$ cat src/rtl/led_pattern_gen.sv
// led_pattern_gen: prescaled LED pattern generator with FILL/BOUNCE/SCAN/COUNT modes
module led_pattern_gen #(
    parameter int LED_WIDTH     = 24,
    parameter int PRESCALE_BITS = 23
) (
    input  logic                 clock,
    input  logic                 reset_n,
    input  logic                 enable,
    input  logic [1:0]           mode,
    output logic [LED_WIDTH-1:0] io_led,
    output logic                 step,
    output logic                 wrap
);
    typedef enum logic [1:0] {FILL, BOUNCE, SCAN, COUNT} mode_t;
    typedef enum logic {UP, DOWN} dir_t;

    localparam logic [LED_WIDTH-1:0]     ONE     = LED_WIDTH'(1);
    localparam logic [LED_WIDTH-1:0]     ALL     = '1;
    localparam logic [PRESCALE_BITS-1:0] PRE_ONE = PRESCALE_BITS'(1);

    logic [PRESCALE_BITS-1:0] pre_q, pre_d;
    logic [LED_WIDTH-1:0]     led_q, led_d, nxt_led;
    dir_t                     dir_q, dir_d, nxt_dir;
    mode_t                    mode_q, mode_d;
    logic                     step_q, step_d, wrap_q, wrap_d, nxt_wrap;

    logic                     tick, mode_chg, all1, zero, onehot;
    logic [LED_WIDTH-1:0]     fill, sl, sr;

    assign tick     = enable && (&pre_q);
    assign mode_chg = mode != mode_q;
    assign all1     = led_q == ALL;
    assign zero     = led_q == '0;
    assign onehot   = !zero && ((led_q & (led_q - ONE)) == '0);
    assign fill     = (led_q << 1) | ONE;
    assign sl       = led_q << 1;
    assign sr       = led_q >> 1;

    // Pattern value, direction and wrap flag that a step would produce in the current mode
    always_comb begin
        nxt_led  = led_q;
        nxt_dir  = dir_q;
        nxt_wrap = 1'b0;
        case (mode_q)
            FILL: begin
                nxt_led  = all1 ? '0 : fill;
                nxt_wrap = all1;
            end
            BOUNCE: begin
                if (dir_q == UP) begin
                    nxt_led = all1 ? sr : fill;
                    nxt_dir = all1 ? DOWN : UP;
                end else begin
                    nxt_led  = zero ? ONE : sr;
                    nxt_dir  = zero ? UP : DOWN;
                    nxt_wrap = zero;
                end
            end
            SCAN: begin
                if (!onehot) begin
                    nxt_led = ONE;
                    nxt_dir = UP;
                end else if (LED_WIDTH == 1) begin
                    nxt_wrap = 1'b1;
                end else if (dir_q == UP) begin
                    nxt_led = led_q[LED_WIDTH-1] ? sr : sl;
                    nxt_dir = led_q[LED_WIDTH-1] ? DOWN : UP;
                end else begin
                    nxt_led  = led_q[0] ? sl : sr;
                    nxt_dir  = led_q[0] ? UP : DOWN;
                    nxt_wrap = led_q[0];
                end
            end
            default: begin
                nxt_led  = led_q + ONE;
                nxt_wrap = all1;
            end
        endcase
    end

    // Next register state: a mode change clears everything and beats a coincident step
    always_comb begin
        mode_d = mode_t'(mode);
        pre_d  = mode_chg ? '0 : (enable ? pre_q + PRE_ONE : pre_q);
        led_d  = mode_chg ? '0 : (tick ? nxt_led : led_q);
        dir_d  = mode_chg ? UP : (tick ? nxt_dir : dir_q);
        step_d = !mode_chg && tick;
        wrap_d = !mode_chg && tick && nxt_wrap;
    end

    // State registers with asynchronous active-low reset
    always_ff @(posedge clock or negedge reset_n) begin
        if (!reset_n) begin
            pre_q  <= '0;
            led_q  <= '0;
            dir_q  <= UP;
            mode_q <= FILL;
            step_q <= 1'b0;
            wrap_q <= 1'b0;
        end else begin
            pre_q  <= pre_d;
            led_q  <= led_d;
            dir_q  <= dir_d;
            mode_q <= mode_d;
            step_q <= step_d;
            wrap_q <= wrap_d;
        end
    end

    assign io_led = led_q;
    assign step   = step_q;
    assign wrap   = wrap_q;
endmodule

$ cat config.mk
export PLATFORM = sky130hd
export DESIGN_NAME = led_pattern_gen
export DESIGN_NICKNAME = d
export VERILOG_FILES = /design/src/rtl/led_pattern_gen.sv
export SDC_FILE = /design/constraint.sdc
export NUM_CORES = 1
export LEC_CHECK = 0
export ABC_AREA = 1
export BUFFER_PORTS_ARGS = -buffer_cell sky130_fd_sc_hd__buf_2
export CORE_MARGIN = 4
export CORE_UTILIZATION = 48
export CTS_BUF_LIST = sky130_fd_sc_hd__clkbuf_2 sky130_fd_sc_hd__clkbuf_4 sky130_fd_sc_hd__clkbuf_8
export DETAILED_ROUTE_END_ITERATION = 12
export PLACE_DENSITY = 0.67
export SLEW_MARGIN = 20
export SYNTH_ARGS = -nofsm -noshare
export SYNTH_HDL_FRONTEND = slang
export SYNTH_SLANG_ARGS = --single-unit
$ cat constraint.sdc
create_clock -name clock -period 2.8 [get_ports clock]
set_clock_uncertainty 0.1 [all_clocks]
set_input_delay 0.56 -clock clock [delete_from_list [all_inputs] [get_ports clock]]
set_output_delay 0.56 -clock clock [all_outputs]
set_load 0.05 [all_outputs]
==> results.yml <==
timing:
  worst_slack_ps: 278.6
  rsz0062_at_grt: "no"
  slew_headroom: 0.5733
  tightest_slew_ps: 639.4
  finalSetupViolCount: 0
  slew_violations: 0
  finalCritPeriodShare: 0.9005
  fin_crit_ps: 2521
  fmax_mhz: 396.6
  fin_setup_tns_ps: 0
  finalHoldViolations: 0
synthesis:
  yosysWarnings: 0
  synth_area_leaders: "dfrtp_1 (26%), nand2_1 (16%), nand3_1 (7.3%)"
  synthArstFlopShare: 1.000
  yosys_register_bits: 52
  avgSynthCellArea_um2: 6.303
  synthesis.area_um2: 5011
  syn_inst: 795
  syn_nets: 809
  synth_edf_count: 0
  synth_cell_types: 44
  synth_top_area_frac: 0.2597
  ys_seq_area_frac: 0.2597
  synth_ff_type: "dfrtp_1"
  synth_area_leader_cell: "dfrtp_1"
floorplanning:
  start_util: 0.4898
  die-area_um2: 12140
  die_w_um: 110.2
  die_h_um: 110.2
  rows: 37
  core_um2: 10230
  io_pins: 31
critical_path:
  worstSetupPathType: "flop to flop"
  path_buf_inv: 1
  r2r_start: "io_led[0]"
  start_kind: "flop"
  cp_max_fo: 26
  r2r_cells: 15
  required_ps: 2920
  end_kind: "flop"
  crit_chain: "inv_2 > ha_2 > nand2_4 > nor2_2 > nand2_1 > nand2_1 > nand2_1 > nor2_1 > nand3_2 > nor2_8 > nand2_1 > nand2_1 > nand2_1 > nand2_1 > nand2_1"
  cpMostUsedCell: "nand2_1"
  r2r_end: "io_led[0]"
  crit_slowest_cell: "dfrtp_1"
  r2r_slack_ps: 280
  critical-path-top-delay-family: "simple AND/OR/NAND/NOR gates"
  critPathMaxStageDelay_ps: 510
  worstPathArrival_ps: 2640
placement:
  dp.cells: 938
  place.gp.congestion: 0.9197
  post-dp-hpwl_um: 10540
  dpl_worst_slack_ps: 281.3
  io_buffer_count: 30
  placed_area_um2: 5216
routing:
  vias_per_cell: 5.616
  routedWlPerCell_um: 15.28
  drtIter0Drc: 442
  vias: 5313
  wirelength_um: 14460
  first_pass_iters: 5
  ant_nets: 0
  drc: 0
power:
  p_per_area_nw_per_um2: 262.5
  total_leakage_power_nw: 2.661
  vdd_drop_max_mv: 0.2121
clock_network:
  cts_buffer_depth: 2
  root_buffer: "clkbuf_8"
  numClockSinks: 52
  insertion_delay_ps: 330
  htreeDepth: 2
  cts_tree: "built"
  clk_pin_slew_ps: 110
  postCtsSetupBuffers: 0
  hold_buffers: 0
  numCtsBuffers: 5
grt:
  grt_pass1_vias: 5109
  antenna_found_initial: 0
  grtUsageTotal: 0.2503
  grt_pass1_wl_um: 24400
  grt_max_degree: 53
  grt_remaining_overflow: 0
cells_and_area:
  fin_cells: 946
  nets: 823
  final_common_cell: "nand2_1"
  final_layout_size_suffix_gt1_frac: 0.1543
  num_antenna_cells: 0
  area_delta_synth_final_pct: 6.092
  final_util: 0.5196
  design_area_um2: 5316
  layout_common_cells: "nand2_1 (214), nor2_1 (79), inv_1 (74)"
run:
  maxCapViolCount: 0
worst_hold_path:
  min_path_type: "input pin to async pin"
run_status:
  outcome: "finished clean"
[per-stage QoR]
step	total power [mW]	hold slack, ps
after floorplan	0.8638	164.4
after global placement	0.9190	372.2
after CTS	1.414	119.6
after global routing	1.473	118.0
after detailed placement	0.9217	374.6
final	1.396	92.96
[worst register-to-register path: stages, from the launching register on]
cell     delay, ps
dfrtp_1        510
inv_2          190
ha_2           230
nand2_4         80
nor2_2         160
nand2_1         70
nand2_1         60
nand2_1         50
nor2_1         110
nand3_2        150
nor2_8         370
nand2_1        100
nand2_1         70
nand2_1         50
nand2_1         50
nand2_1         50
[synth_stat cells, types with 2 or more instances]
cell type and count:
nor4_1 3, inv_2 8, nor2_4 11, nand4_1 10, a31oi_1 6, o21ai_1 4, buf_6 10, a21oi_1 46
nor2_2 17, xnor2_1 3, a221oi_1 2, o211ai_1 19, clkbuf_1 18, nor2_1 80, nor3_1 16, buf_2 9
o21a_1 2, nand3_2 6, nand2_1 214, o21ai_0 60, ha_1 9, nand2_2 9, or2_2 2, xor2_1 3
o22ai_1 3, buf_1 2, nand3_1 73, nand4_2 2, buf_4 7, dfrtp_1 52, nand2_4 2, a22oi_1 2
inv_1 74
[state kept, by name (all words and copies together), names as in the netlist]
| register | count |
|---|---|
| io_led | 24 |
| pre_q | 23 |
| mode_q | 2 |
| dir_q | 1 |
| step | 1 |
| wrap | 1 |
[timing repair]
item / in CTS / in global routing
endpoints found under the hold margin: 0 / 0
setup endpoints to repair: 0 / 1
resized for setup: 0 / 1
[per-layer routing]
metal	vias to the layer above	part of all wire	GRT usage
li1	2621	-	-
met1	2462	0.44	0.3378
met2	204	0.47	0.4181
met3	26	0.065	0.03669
met4	0	0.018	0.06948
met5	-	0	0
[how the worst max path moves through the flow]
stage | start | to | cells after the start
after floorplan | io_led[1] | io_led[14] | 15
after global placement | io_led[1] | io_led[0] | 16
after detailed placement | io_led[0] | io_led[0] | 15
after CTS | io_led[0] | io_led[0] | 15
after global routing | io_led[1] | io_led[0] | 16
final | io_led[0] | io_led[0] | 15
[area by class of cell]
| type | instances | area [um2] |
|---|---|---|
| fillers | 1079 | 4915 |
| multi-input cells | 612 | 3082 |
| repair buffers | 56 | 357.8 |
| clock inverters | 3 | 28.78 |
| clock buffers | 5 | 68.82 |
| flip-flops and latches | 52 | 1301 |
| inverters | 82 | 307.8 |
| well taps | 136 | 170.2 |
[cells by family (layout without fill, tap and decap cells)]
group | after synthesis | after routing | synth area share
adders and majority gates | 9 | 9 | 0.02247
and+or+nand+nor | 448 | 448 | 0.4135
AOI/OAI and AO/OA | 149 | 149 | 0.1675
xor gates and xnor gates | 6 | 6 | 0.01049
DFF | 52 | 52 | 0.2597
buffers and inverters | 131 | 146 | 0.1263
[power breakdown]
| part | internal (mW) | leakage, nW | switching [mW] |
|---|---|---|---|
| clock network | 0.190 | 0.0511 | 0.299 |
| registers | 0.754 | 0.722 | 0.00380 |
| logic | 0.0436 | 1.89 | 0.106 |
| total | 0.987 | 2.66 | 0.409 |
Power figures use the tool's default switching activity.
